### config.mk
export PLATFORM = sky130hd
export DESIGN_NAME = reduceron_io_ctrl
export DESIGN_NICKNAME = d
export VERILOG_FILES = /design/src/rtl/reduceron_io_pkg.sv /design/src/rtl/io_fifo.sv /design/src/rtl/reduceron_io_ctrl.sv
export SDC_FILE = /design/constraint.sdc
export NUM_CORES = 1
export LEC_CHECK = 0
export ABC_CLOCK_PERIOD_IN_PS = 2600
export BUFFER_PORTS_ARGS = -buffer_cell sky130_fd_sc_hd__buf_2
export CORE_ASPECT_RATIO = 1.4
export CORE_MARGIN = 5
export CORE_UTILIZATION = 40
export DETAILED_ROUTE_END_ITERATION = 12
export SYNTH_ARGS = -nofsm -noshare
export SYNTH_HDL_FRONTEND = slang
export SYNTH_SLANG_ARGS = --single-unit
### constraint.sdc
create_clock -name clock -period 2.6 [get_ports clock]
set_clock_uncertainty 0.15 [all_clocks]
set_input_delay 0.26 -clock clock [delete_from_list [all_inputs] [get_ports clock]]
set_output_delay 0.26 -clock clock [all_outputs]
set_load 0.01 [all_outputs]
### src/rtl/reduceron_io_pkg.sv
// Shared constants for the Reduceron IO controller: address map, STATUS layout, sequencer states.
package reduceron_io_pkg;

    localparam logic [2:0] IO_TXDATA = 3'd0;
    localparam logic [2:0] IO_RXDATA = 3'd1;
    localparam logic [2:0] IO_STATUS = 3'd2;
    localparam logic [2:0] IO_LED    = 3'd3;
    localparam logic [2:0] IO_CYC_LO = 3'd4;
    localparam logic [2:0] IO_CYC_HI = 3'd5;

    localparam int ST_RX_AVAIL = 0;
    localparam int ST_TX_SPACE = 1;
    localparam int ST_ERR      = 2;

    localparam int CYC_W = 30;

    typedef enum logic [1:0] {
        S_RUN   = 2'd0,
        S_DRAIN = 2'd1,
        S_DUMP  = 2'd2,
        S_HALT  = 2'd3
    } io_state_e;

endpackage

### src/rtl/io_fifo.sv
// Synchronous byte FIFO; a push into a full FIFO is taken when a pop happens in the same cycle.
module io_fifo #(
    parameter int WIDTH = 8,
    parameter int DEPTH = 4
) (
    input  logic             clock,
    input  logic             reset_n,
    input  logic             push,
    input  logic [WIDTH-1:0] push_data,
    input  logic             pop,
    output logic [WIDTH-1:0] head,
    output logic             full,
    output logic             empty
);

    localparam int PW = $clog2(DEPTH);

    logic [WIDTH-1:0] mem [DEPTH];
    logic [PW-1:0]    wr_ptr;
    logic [PW-1:0]    rd_ptr;
    logic [PW:0]      count;
    logic             do_push;
    logic             do_pop;

    assign full    = (count == (PW+1)'(DEPTH));
    assign empty   = (count == '0);
    assign do_pop  = pop & ~empty;
    assign do_push = push & (~full | do_pop);
    assign head    = mem[rd_ptr];

    // Storage array; contents are don't-care until written, so no reset.
    always_ff @(posedge clock) begin
        if (do_push) begin
            mem[wr_ptr] <= push_data;
        end
    end

    // Pointer and occupancy bookkeeping.
    always_ff @(posedge clock or negedge reset_n) begin
        if (!reset_n) begin
            wr_ptr <= '0;
            rd_ptr <= '0;
            count  <= '0;
        end else begin
            if (do_push) begin
                wr_ptr <= wr_ptr + PW'(1);
            end
            if (do_pop) begin
                rd_ptr <= rd_ptr + PW'(1);
            end
            case ({do_push, do_pop})
                2'b10:   count <= count + (PW+1)'(1);
                2'b01:   count <= count - (PW+1)'(1);
                default: count <= count;
            endcase
        end
    end

endmodule

### src/rtl/reduceron_io_ctrl.sv
// Memory-mapped IO controller and end-of-run sequencer for the Reduceron core.
//
//   state | meaning
//   RUN   | core running, IO requests serviced, cycle counter advancing
//   DRAIN | core finished, waiting for the TX FIFO to empty
//   DUMP  | pushing the 3 result bytes (MSB first) into the TX FIFO
//   HALT  | all done; halted once the FIFO has drained, core stalled forever
module reduceron_io_ctrl
    import reduceron_io_pkg::*;
#(
    parameter int TX_DEPTH = 4,
    parameter int AW       = 15,
    parameter int DW       = 15,
    parameter int RW       = 18
) (
    input  logic          clock,
    input  logic          reset_n,
    input  logic [AW-1:0] io_addr,
    input  logic          io_write,
    input  logic          io_read,
    input  logic [DW-1:0] io_wdata,
    output logic [DW-1:0] io_rdata,
    output logic          io_wait,
    input  logic          finish,
    input  logic [RW-1:0] result,
    output logic [7:0]    tx_data,
    output logic          tx_valid,
    input  logic          tx_ready,
    input  logic [7:0]    rx_data,
    input  logic          rx_valid,
    output logic          rx_ready,
    output logic [7:0]    led,
    output logic          halted
);

    io_state_e        state_q;
    io_state_e        state_d;
    logic [1:0]       dump_idx_q;
    logic [1:0]       dump_idx_d;
    logic             dump_push;
    logic [7:0]       dump_byte;
    logic [RW-1:0]    result_q;
    logic [CYC_W-1:0] cyc_q;
    logic [7:0]       led_q;
    logic [7:0]       rx_byte_q;
    logic             rx_full_q;
    logic             err_q;
    logic [DW-1:0]    rdata_q;
    logic [DW-1:0]    rd_val;

    logic             addr_ok;
    logic [2:0]       sel;
    logic             wr_req;
    logic             rd_req;
    logic             accept;
    logic             wr_acc;
    logic             rd_acc;
    logic             both_acc;
    logic             rx_load;
    logic             rx_pop;

    logic             fifo_push;
    logic             fifo_pop;
    logic [7:0]       fifo_wdata;
    logic [7:0]       fifo_head;
    logic             fifo_full;
    logic             fifo_empty;

    logic             unused_wdata_hi;
    assign unused_wdata_hi = ^io_wdata[DW-1:8];

    // Address decode and handshake. When read and write arrive together the
    // write wins, so a simultaneous RXDATA read never stalls or pops.
    assign addr_ok  = (io_addr[AW-1:3] == '0);
    assign sel      = io_addr[2:0];
    assign wr_req   = io_write & addr_ok;
    assign rd_req   = io_read & ~io_write & addr_ok;
    // finish also stalls so the request present on the finishing cycle is
    // visibly not accepted; the core re-presents it (it will then stall forever).
    assign io_wait  = (wr_req & (sel == IO_TXDATA) & fifo_full)
                    | (rd_req & (sel == IO_RXDATA) & ~rx_full_q)
                    | (state_q != S_RUN)
                    | finish;
    assign accept   = (io_read | io_write) & ~io_wait;
    assign wr_acc   = accept & wr_req;
    assign rd_acc   = accept & io_read & ~io_write;
    assign both_acc = accept & io_read & io_write;

    assign rx_ready = ~rx_full_q;
    assign rx_load  = rx_valid & ~rx_full_q;
    assign rx_pop   = rd_acc & addr_ok & (sel == IO_RXDATA);

    assign io_rdata = rdata_q;
    assign led      = led_q;
    assign tx_data  = fifo_head;
    assign tx_valid = ~fifo_empty;
    assign halted   = (state_q == S_HALT) & fifo_empty;

    assign fifo_pop   = ~fifo_empty & tx_ready;
    assign fifo_push  = dump_push | (wr_acc & (sel == IO_TXDATA));
    assign fifo_wdata = dump_push ? dump_byte : io_wdata[7:0];

    io_fifo #(
        .WIDTH (8),
        .DEPTH (TX_DEPTH)
    ) u_tx_fifo (
        .clock     (clock),
        .reset_n   (reset_n),
        .push      (fifo_push),
        .push_data (fifo_wdata),
        .pop       (fifo_pop),
        .head      (fifo_head),
        .full      (fifo_full),
        .empty     (fifo_empty)
    );

    // Read data mux; unmapped addresses read as zero.
    always_comb begin
        rd_val = '0;
        if (addr_ok) begin
            case (sel)
                IO_RXDATA: rd_val = DW'(rx_byte_q);
                IO_STATUS: begin
                    rd_val[ST_RX_AVAIL] = rx_full_q;
                    rd_val[ST_TX_SPACE] = ~fifo_full;
                    rd_val[ST_ERR]      = err_q;
                end
                IO_LED:    rd_val = DW'(led_q);
                IO_CYC_LO: rd_val = DW'(cyc_q[14:0]);
                IO_CYC_HI: rd_val = DW'(cyc_q[29:15]);
                default:   rd_val = '0;
            endcase
        end
    end

    // Sequencer next-state and result-byte selection.
    always_comb begin
        state_d    = state_q;
        dump_idx_d = dump_idx_q;
        dump_push  = 1'b0;
        case (dump_idx_q)
            2'd0:    dump_byte = {6'b0, result_q[17:16]};
            2'd1:    dump_byte = result_q[15:8];
            default: dump_byte = result_q[7:0];
        endcase
        case (state_q)
            S_RUN: begin
                if (finish) begin
                    state_d = S_DRAIN;
                end
            end
            S_DRAIN: begin
                if (fifo_empty) begin
                    state_d    = S_DUMP;
                    dump_idx_d = 2'd0;
                end
            end
            S_DUMP: begin
                if (!fifo_full) begin
                    dump_push = 1'b1;
                    if (dump_idx_q == 2'd2) begin
                        state_d = S_HALT;
                    end else begin
                        dump_idx_d = dump_idx_q + 2'd1;
                    end
                end
            end
            default: state_d = S_HALT;
        endcase
    end

    // Sequencer state, latched result and free-running cycle counter.
    always_ff @(posedge clock or negedge reset_n) begin
        if (!reset_n) begin
            state_q    <= S_RUN;
            dump_idx_q <= 2'd0;
            result_q   <= '0;
            cyc_q      <= '0;
        end else begin
            state_q    <= state_d;
            dump_idx_q <= dump_idx_d;
            if ((state_q == S_RUN) && finish) begin
                result_q <= result;
            end
            if (state_q == S_RUN) begin
                cyc_q <= cyc_q + CYC_W'(1);
            end
        end
    end

    // Register-file side effects: LED, RX holding register, sticky error, read data.
    always_ff @(posedge clock or negedge reset_n) begin
        if (!reset_n) begin
            led_q     <= '0;
            rx_byte_q <= '0;
            rx_full_q <= 1'b0;
            err_q     <= 1'b0;
            rdata_q   <= '0;
        end else begin
            if (wr_acc && (sel == IO_LED)) begin
                led_q <= io_wdata[7:0];
            end
            if (rx_pop) begin
                rx_full_q <= 1'b0;
            end
            if (rx_load) begin
                rx_full_q <= 1'b1;
                rx_byte_q <= rx_data;
            end
            if (both_acc) begin
                err_q <= 1'b1;
            end
            if (rd_acc) begin
                rdata_q <= rd_val;
            end
        end
    end

endmodule
-- Word-level counts from Yosys, hierarchy flattened
Memory sizes are Yosys's and may differ from the RTL's.
Index checks and enable logic that the tools add are counted.
- bits in writable memories: 32
- input port bits: 63
- word-level logic and storage cells: 102
- output and inout bits: 35
- memories kept: 1
- flip-flop bits (word level): 92
- memories (name ; words ; bits a word ; read ports ; clocked after Yosys merged registers in ; wr ports ; RTL line ; source):
    u_tx_fifo.mem ; 4 ; 8 ; 1 ; 0 ; 1 ; io_fifo.sv:18 ; logic [WIDTH-1:0] mem [DEPTH];
- bitwise operators: 31
- reduce and logical (&&, ||, !) cells: 13
- add/subtract/negate cells: 6
- muxes and demuxes: 21
- eq/ne operators: 18
- operators with widths (operator ; count):
    case mux 12 bit (4 select lines) ; 1
    adder 30 x 1 -> 30 bit, second input constant ; 1
    bitwise AND 1 bit ; 20
    case mux 8 bit (2 select lines) ; 1
    two-way mux 15 bit ; 1
    case mux 3 bit (5 select lines) ; 1
    two-way mux 2 bit ; 7
    zero test 12 bit ; 1
    inequality test 2 bit, second input constant ; 5
    == test 3 bit, second input constant ; 3
    == test 2 bit, second input constant ; 4
    two-way mux 8 bit ; 1
    AND reduction 4 bit ; 2
    nonzero test 2 bit ; 4
    adder 2 x 1 -> 2 bit, second input constant ; 3
    == test 2 x 1 -> 1 bit, second input constant ; 3
    == test 3 x 2 -> 1 bit, second input constant ; 2
    zero test 3 bit ; 2
    two-way mux 1 bit ; 6
    OR 1 bit ; 6
    case mux 2 bit (3 select lines) ; 1
    case mux 3 bit (2 select lines) ; 1
    inverter 1 bit ; 5
    zero test 2 bit ; 2
    5 further kinds ; 6

-- Longest topological paths before layout
Gate-level depths: netlist of the first run.
- depth after elaboration: 16
- depth in mapped cells: 12
- mapped depth without buffers: 10

-- By module
From an unflattened synthesis of the first run, not the netlist that was laid out.
- cells, all modules: 442
- area total of the unflattened synthesis: 5760.5 um^2
- by module, submodules not included (module ; cells an instance ; instances ; sequential area each (um^2) ; area each (um^2)):
    reduceron_io_ctrl ; 362 ; 1 ; 2127.0 ; 4172.8
    io_fifo ; 80 ; 1 ; 1136.1 ; 1587.8

-- Worst setup path after synthesis of the first run
OpenSTA, ideal clock, no wires.
- path type: register to register
- start: register u_tx_fifo.count[0]
- end: register u_tx_fifo.count[2]
- buffers on the path: 2
- setup slack: -77 ps
- clock period less this slack: 2677 ps
- data arrival time: 2448 ps
- stages on the path, launching flop included: 13
- library setup time: 79 ps
- required time: 2371 ps
- cells stage by stage: dfrtp_1 -> or3b_1 -> buf_6 -> and3b_1 -> buf_6 -> a41o_4 -> inv_1 -> ha_1 -> inv_1 -> fa_1 -> xor2_1 -> nor2_1 -> xor2_1
- longest elaborated chain between the ends: 13
- elaborated cells on any way between the ends: 25
- classes of those cells: add/sub (2); eq/ne (3); mux (3); bitwise (15); reduce/logical (2)
- ends and longest elaborated chain (what ; RTL line ; source):
    start, declared ; io_fifo.sv:21 ; logic [PW:0] count;
    start signal, assigned ; io_fifo.sv:52 ; 2'b10: count <= count + (PW+1)'(1);
    start signal, assigned ; io_fifo.sv:53 ; 2'b01: count <= count - (PW+1)'(1);
    start signal, assigned ; io_fifo.sv:54 ; default: count <= count;
    == test 3 bit ; io_fifo.sv:25 ; assign full = (count == (PW+1)'(DEPTH));
    bitwise AND 1 bit ; reduceron_io_ctrl.sv:80 ; assign io_wait = (wr_req & (sel == IO_TXDATA) & fifo_full)
    OR 1 bit ; reduceron_io_ctrl.sv:81 ; | (rd_req & (sel == IO_RXDATA) & ~rx_full_q)
    OR 1 bit ; reduceron_io_ctrl.sv:82 ; | (state_q != S_RUN)
    OR 1 bit ; reduceron_io_ctrl.sv:83 ; | finish;
    inverter 1 bit ; reduceron_io_ctrl.sv:84 ; assign accept = (io_read | io_write) & ~io_wait;
    bitwise AND 1 bit ; reduceron_io_ctrl.sv:84 ;
    bitwise AND 1 bit ; reduceron_io_ctrl.sv:85 ; assign wr_acc = accept & wr_req;
    bitwise AND 1 bit ; reduceron_io_ctrl.sv:100 ; assign fifo_push = dump_push | (wr_acc & (sel == IO_TXDATA));
    OR 1 bit ; reduceron_io_ctrl.sv:100 ;
    bitwise AND 1 bit ; io_fifo.sv:28 ; assign do_push = push & (~full | do_pop);
    == test 2 x 1 -> 1 bit or == test 2 bit (tied branches) ; io_fifo.sv:51 ; case ({do_push, do_pop})
    case mux 3 bit (2 select lines) or nonzero test 2 bit (tied branches) ; - ;
Several ways; a longest one is shown, not always the timed one.
A chain may end at the register's enable or synchronous reset.

-- Worst setup path in the final report of the first run
- start: register u_tx_fifo.count[1]
- end: register u_tx_fifo.count[2]
The elaborated chain is that of the path after synthesis.

==> metrics, run 1 <==
area added between synthesis and finish 29.80%; Longest Clk Path Bufs 2; worst ir drop on vdd 0.4071 mV; DRC violations left 0; cts bufs inserted 17; later-pin clock latency in the skew report 0.40 ns; result of the run completed; post-detailed-routing wire length roughly 14 mm; post-synthesis sequential area ratio 57.32%; dominant cell type by area after synthesis sky130_fd_sc_hd__dfrtp_1; Async S/R FF share, synth 74.19%; number of filler cells placed in the layout 1177; DPL Wire Length 10.23 mm; area of the die 16750 µm²; Placement Cell Area 6429 µm²; Worst Reg-to-Reg Cells 10; Crit. End Element register; end-of-flow core utilization 52.88%; CTS root buf sky130_fd_sc_hd__clkbuf_16; Core Area 13970 µm²; die width 110.8 µm; Final Wtd Congestion 0.7837; Initial Utilization 40.74%; type of the tightest min-delay check in2reg; commonest non-fill, non-tap cell in the layout sky130_fd_sc_hd__dfrtp_1; initial antenna violation count 0; CTS H-tree lvls 4; die span in y between 150 and 200 µm; largest cells by area after synthesis sky130_fd_sc_hd__dfrtp_1 (40%), sky130_fd_sc_hd__edfxtp_1 (17%), sky130_fd_sc_hd__mux2_2 (7.1%); number of top-level pins 98; Post-Layout Inst Area 7390 µm²; largest net degree at the start of global routing ~40; CTS clock-pin slew for the worst setup and hold paths approximately 0.060 ns; per-cell routed wire length 17.93 µm; required time of the critical path 2.78 ns; count of maximum capacitance violations 0; final setup violation count 0; max-slew violations 0; post-layout power 6.451 mW; number of nets in the final layout 649; row count 51; Hold Path Depth 2; worst reg2reg path startpoint u_tx_fifo.count[1]; unrepaired setup endpoints after global routing false; dominant synthesized flop cell sky130_fd_sc_hd__dfrtp_1; post-synthesis instance area 5693 µm²; highest net fanout along the worst path 4; register-to-register setup slack between 0.1 and 0.15 ns; Max Clk Rate 406.0 MHz; CTS-repair resized insts 0; mean post-synth cell area 13.06 µm²; commonest cells after routing, fill and taps aside sky130_fd_sc_hd__dfrtp_1 (92), sky130_fd_sc_hd__buf_2 (89), sky130_fd_sc_hd__mux2_2 (36), sky130_fd_sc_hd__dlygate4sd3_1 (36), sky130_fd_sc_hd__edfxtp_1 (32); final critical path time including I/O delays and setup 2.463 ns; TritonCTS Sinks 124; count of yosys warnings during synthesis 0; layout cell share with drive strength beyond 1 around 32%; area share of the largest cell type after synthesis 40.44%; Hold Fails Final Rpt 0; fraction of the cycle the final worst path needs approximately 95%; sort of element at the start of the critical path register; count of state elements after synthesis 124; setup bufs post-CTS 0; total number of vias between 4000 and 5000; areal power density over the cells 873.0 nW/µm²; data arrival time of the worst path 2.64 ns; synthesized netlist net count 509; first-pass GRT wire length roughly 23 mm; post-synthesis cell type count 45; critical hold path startpoint io_write; gate count after technology mapping 436; worst slew margin relative to its limit 58.53%; number of flops mapped to enable cells by yosys 32; leakage power of the design between 3 and 4 nW; number of design-rule violations left by the first detailed-router iteration 221; via count of the first global-routing pass approximately 4400; ANT nets after route 0; via density per instance 5.193; Worst R2R End u_tx_fifo.count[2]; hold buffer count at CTS 36; Least-Margin Pin Slew 0.6221 ns; class of the most critical setup path reg2reg; count of input and output buffers 90; total global-route track usage 17.69%; total congestion overflow after global routing 0; diode count 0; timing startpoint of the critical path u_tx_fifo.count[1]; Worst Hold Endpoint err_q; TritonCTS clock tree built; TritonRoute pass-1 iters 4
## power by group
part | switching [mW] | total (mW) | internal, mW | leakage (nW)
Clock | 0.868 | 2.38 | 1.51 | 0.288
Combinational | 0.669 | 1.40 | 0.734 | 1.48
Sequential | 0.289 | 2.67 | 2.38 | 1.48
## worst max path at each step
stage	endpoint	depth (start not counted)
after floorplan	u_tx_fifo.count[2]	12
after detailed placement	u_tx_fifo.count[2]	10
after global placement	u_tx_fifo.count[2]	10
after CTS	u_tx_fifo.count[2]	10
final	u_tx_fifo.count[2]	10
after global routing	u_tx_fifo.count[2]	10
## critical path, stage by stage (launching register included)
cell and delay, ns:
sky130_fd_sc_hd__dfrtp_1 0.41, sky130_fd_sc_hd__or3b_1 0.38, sky130_fd_sc_hd__and3b_1 0.21, sky130_fd_sc_hd__a41o_4 0.25, sky130_fd_sc_hd__inv_2 0.06, sky130_fd_sc_hd__ha_4 0.12
sky130_fd_sc_hd__inv_1 0.05, sky130_fd_sc_hd__fa_2 0.33, sky130_fd_sc_hd__xor2_1 0.14, sky130_fd_sc_hd__nor2_1 0.13, sky130_fd_sc_hd__xor2_1 0.15
## routing by layer
metal	wire length, µm	global-route usage (%)	vias up	share of wire, %
li1	-	-	1893	-
met1	5615	20.23	2032	40
met2	7629	32.93	80	55
met3	390	3.917	14	2.8
met4	242	5.607	0	1.7
met5	0	0	-	0
## Yosys cell counts, types with 2 or more instances
cell type,n
sky130_fd_sc_hd__xnor2_1,22
sky130_fd_sc_hd__and4_1,5
sky130_fd_sc_hd__a22oi_1,7
sky130_fd_sc_hd__xor2_1,13
sky130_fd_sc_hd__and3_1,6
sky130_fd_sc_hd__nor3b_1,8
sky130_fd_sc_hd__nand4_1,9
sky130_fd_sc_hd__inv_1,12
sky130_fd_sc_hd__mux2_2,36
sky130_fd_sc_hd__ha_1,9
sky130_fd_sc_hd__nand2_1,19
sky130_fd_sc_hd__nor2b_1,5
sky130_fd_sc_hd__mux4_2,8
sky130_fd_sc_hd__a21oi_1,13
sky130_fd_sc_hd__a221oi_1,3
sky130_fd_sc_hd__nor4b_1,2
sky130_fd_sc_hd__edfxtp_1,32
sky130_fd_sc_hd__and2_1,10
sky130_fd_sc_hd__o21ai_0,3
sky130_fd_sc_hd__nor2_1,15
sky130_fd_sc_hd__buf_2,8
sky130_fd_sc_hd__nor3_1,9
sky130_fd_sc_hd__buf_6,2
sky130_fd_sc_hd__nand2b_1,2
sky130_fd_sc_hd__a31oi_1,3
sky130_fd_sc_hd__mux2i_1,16
sky130_fd_sc_hd__nor4_1,4
sky130_fd_sc_hd__dfrtp_1,92
sky130_fd_sc_hd__nand3_1,15
sky130_fd_sc_hd__clkbuf_1,12
sky130_fd_sc_hd__o2bb2ai_1,22
## final cells by class
cell class	instances	area [µm²]	share of cell area, %
clock buffer	18	429.2	5.808
clock inverter	14	171.4	2.320
inverter	12	45.04	0.6095
multi-input combinational	277	2288	30.97
sequential	124	3263	44.16
tap	185	231.5	3.132
timing repair buffer	144	960.9	13.00
## registers in the layout, summed over array words and instances (netlist names)
signal	cells
u_tx_fifo.mem	32
led	8
io_rdata	15
u_tx_fifo.rd_ptr	2
state_q	2
rx_byte_q	8
u_tx_fifo.count	3
rx_full_q	1
cyc_q	30
err_q	1
result_q	18
u_tx_fifo.wr_ptr	2
dump_idx_q	2
## kinds of logic after synthesis
family | count (synthesis) | share of synthesized area [%]
simple gates | 114 | 11.25
fa+ha+maj | 10 | 2.330
buf+inv | 35 | 2.747
mux | 61 | 13.36
flops | 124 | 57.32
compound gates | 57 | 7.604
xor+xnor | 35 | 5.385
## through the flow
step | hold WS, ns | std cells | setup TNS [ns] | setup slack, ns
global route | 0.01016 | 774 | 0 | 0.04257
finish | 0.01014 | 774 | 0 | 0.1367
floorplan | -0.1856 | 436 | -0.02612 | -0.02612
global placement | 0.05994 | 706 | 0 | 0.1979
detailed placement | 0.06019 | 706 | 0 | 0.1497
CTS | 0.003033 | 774 | 0 | 0.1338
No activity file was read; power rests on OpenSTA's default activity.
==> run 2: changes to the inputs <==
Settings changed: CORE_ASPECT_RATIO 1.4 to not set, CTS_CLUSTER_SIZE set to 14.
==> metrics, run 2 (same netlist as run 1, synthesis figures left out) <==
Longest Clk Path Bufs 2 (unchanged); area added between synthesis and finish 29.54% (was 29.80%); per-cell routed wire length 18.65 µm (was 17.93 µm); worst ir drop on vdd 0.4272 mV (was 0.4071 mV); required time of the critical path 2.78 ns (about the same); Register Area 3263 µm² (unchanged); Final Wtd Congestion 0.8240 (was 0.7837); number of design-rule violations left by the first detailed-router iteration 243 (was 221); slowest library cell on the worst path sky130_fd_sc_hd__dfrtp_1 (unchanged); type of the tightest min-delay check in2reg (unchanged); end-of-flow core utilization 52.92% (was 52.88%); later-pin clock latency in the skew report 0.42 ns (was 0.40 ns); CTS H-tree lvls 4 (unchanged); number of flip-flops under the largest register name 32 (unchanged); sort of element at the start of the critical path register (unchanged); die span in y 129.3 µm (was 151.2 µm); Least-Margin Pin Slew 0.6127 ns (was 0.6221 ns); CTS clock-pin slew for the worst setup and hold paths 0.06 ns (about the same); worst path cell trace or3b_4 > and3b_2 > a41o_4 > inv_2 > ha_4 > inv_2 > fa_2 > xor2_1 > nor2_1 > xor2_1 (was or3b_1 > and3b_1 > a41o_4 > inv_2 > ha_4 > inv_1 > fa_2 > xor2_1 > nor2_1 > xor2_1); Max Clk Rate 400.8 MHz (was 406.0 MHz); worst hold slack 0.07810 ns (was 0.01014 ns); count of maximum capacitance violations 0 (unchanged); number of nets in the final layout 650 (was 649); Hold Fails Final Rpt 0 (unchanged); number of top-level pins 98 (unchanged); count of input and output buffers 90 (unchanged); biggest regs u_tx_fifo.mem x32, cyc_q x30, result_q x18 (unchanged); largest net degree at the start of global routing 64 (was 41); largest register by flop count u_tx_fifo.mem (unchanged); data arrival time of the worst path 2.67 ns (was 2.64 ns); commonest non-fill, non-tap cell in the layout sky130_fd_sc_hd__dfrtp_1 (unchanged); result of the run completed (unchanged); commonest cells after routing, fill and taps aside sky130_fd_sc_hd__dfrtp_1 (92), sky130_fd_sc_hd__buf_2 (89), sky130_fd_sc_hd__dlygate4sd3_1 (37) (was sky130_fd_sc_hd__dfrtp_1 (92), sky130_fd_sc_hd__buf_2 (89), sky130_fd_sc_hd__mux2_2 (36), sky130_fd_sc_hd__dlygate4sd3_1 (36), sky130_fd_sc_hd__edfxtp_1 (32)); die width 129.3 µm (was 110.8 µm); Bufs and invs on worst path 2 (unchanged); area occupied by multi-input gates 2292 µm² (was 2288 µm²); Core Area 13930 µm² (was 13970 µm²); initial antenna violation count 0 (unchanged); DRC violations left 0 (unchanged); ANT nets after route 0 (unchanged); first-pass GRT wire length 23.18 mm (was 23.29 mm); TritonCTS Sinks 124 (unchanged); total number of vias 4041 (was 4019); cell family with most CP delay simple AND/OR/NAND/NOR gates (unchanged); layout cell share with drive strength beyond 1 32.37% (was 32.09%); areal power density over the cells 875.2 nW/µm² (was 873.0 nW/µm²); max-slew violations 0 (unchanged); fraction of the cycle the final worst path needs 95.96% (was 94.74%); via count of the first global-routing pass 4366 (was 4439); post-detailed-routing wire length 14.38 mm (was 13.88 mm); row count 43 (was 51); area of the die 16720 µm² (was 16750 µm²); class of the most critical setup path reg2reg (unchanged); total congestion overflow after global routing 0 (unchanged); final instance count without filler cells 771 (was 774); placed cell count 697 (was 706); TritonRoute pass-1 iters 4 (unchanged); TritonCTS clock tree built (unchanged); cts bufs inserted 17 (unchanged); Crit. End Element register (unchanged); final setup violation count 0 (unchanged); final critical path time including I/O delays and setup 2.495 ns (was 2.463 ns); DPL Wire Length 9.849 mm (was 10.23 mm); stage delay of the slowest cell on the critical path 0.40 ns (was 0.41 ns); via density per instance 5.241 (was 5.193); worst slew margin relative to its limit 59.16% (was 58.53%); CTS root buf sky130_fd_sc_hd__clkbuf_16 (unchanged); highest net fanout along the worst path 3 (was 4); Initial Utilization 40.85% (was 40.74%); number of filler cells placed in the layout 1218 (was 1177); leakage power of the design 3.233 nW (was 3.248 nW); total global-route track usage 18.25% (was 17.69%)
-- run 2: cell count changes in the layout (fill, tap and decap cells not counted), sizes merged --
cell         before  now
dlygate4sd3      36   37
clkinvlp          2    4
clkinv            8    5
clkbuf           18   19
diode             0    1
bufinv            3    2
inv              13   14
-- run 2: cell type report --
cell class              count  area share [%]
multi-input cells         277           31.08
flip-flops and latches    124           44.25
inverters                  12          0.6108
well taps                 180           3.054
clock buffers              19           5.870
clock inverters            13           1.934
diodes                      1         0.03393
repair buffers            145           13.17
-- run 2: final timing paths --
path	startpoint	end	slack [ns]	cells past startpoint
setup reg to reg	u_tx_fifo.count[1]	u_tx_fifo.count[2]	0.11	10
hold / removal	finish	state_q[0]	0.08	3
setup / recovery	u_tx_fifo.count[1]	u_tx_fifo.count[2]	0.11	10
hold reg to reg	io_rdata[12]	io_rdata[12]	0.33	1
min in group asynchronous	reset_n	cyc_q[27]	0.16	2
max in group asynchronous	reset_n	rx_byte_q[0]	1.47	3
-- run 2: stage by stage --
step	area (µm²)	setup TNS, ns	total power, mW	setup slack (ns)
floorplan	5708	-0.02612	3.605	-0.02612
global placement	6392	0	3.998	0.1686
detailed placement	6392	0	4.073	0.1082
CTS	7338	0	6.450	0.05569
global route	7372	-0.008625	6.793	-0.008625
finish	7375	0	6.454	0.1051
-- run 2: per-layer routing --
metal / vias to the layer above / track usage, % / part of all wire, %
met5: - / 0 / 0
met4: 0 / 6.362 / 1.4
met3: 17 / 4.699 / 5.5
met2: 95 / 29.51 / 49
met1: 2032 / 23.97 / 44
li1: 1897 / - / -
-- run 2: repair_timing --
action                     CTS  global route
resized for setup            0             3
hold buffers                37             0
setup endpoints to repair    0             1
buffers inserted             0             4
hold endpoints to repair    64             0
-- run 2: where the power goes --
group	leakage, nW	internal [mW]	switching (mW)
sequential	1.48	2.38	0.305
combinational	1.48	0.774	0.698
clock	0.268	1.41	0.882
-- run 2: tightest hold or removal path: stages --
cell and delay [ns]:
sky130_fd_sc_hd__buf_2 0.12, sky130_fd_sc_hd__o21ai_0 0.08, sky130_fd_sc_hd__mux2i_1 0.12
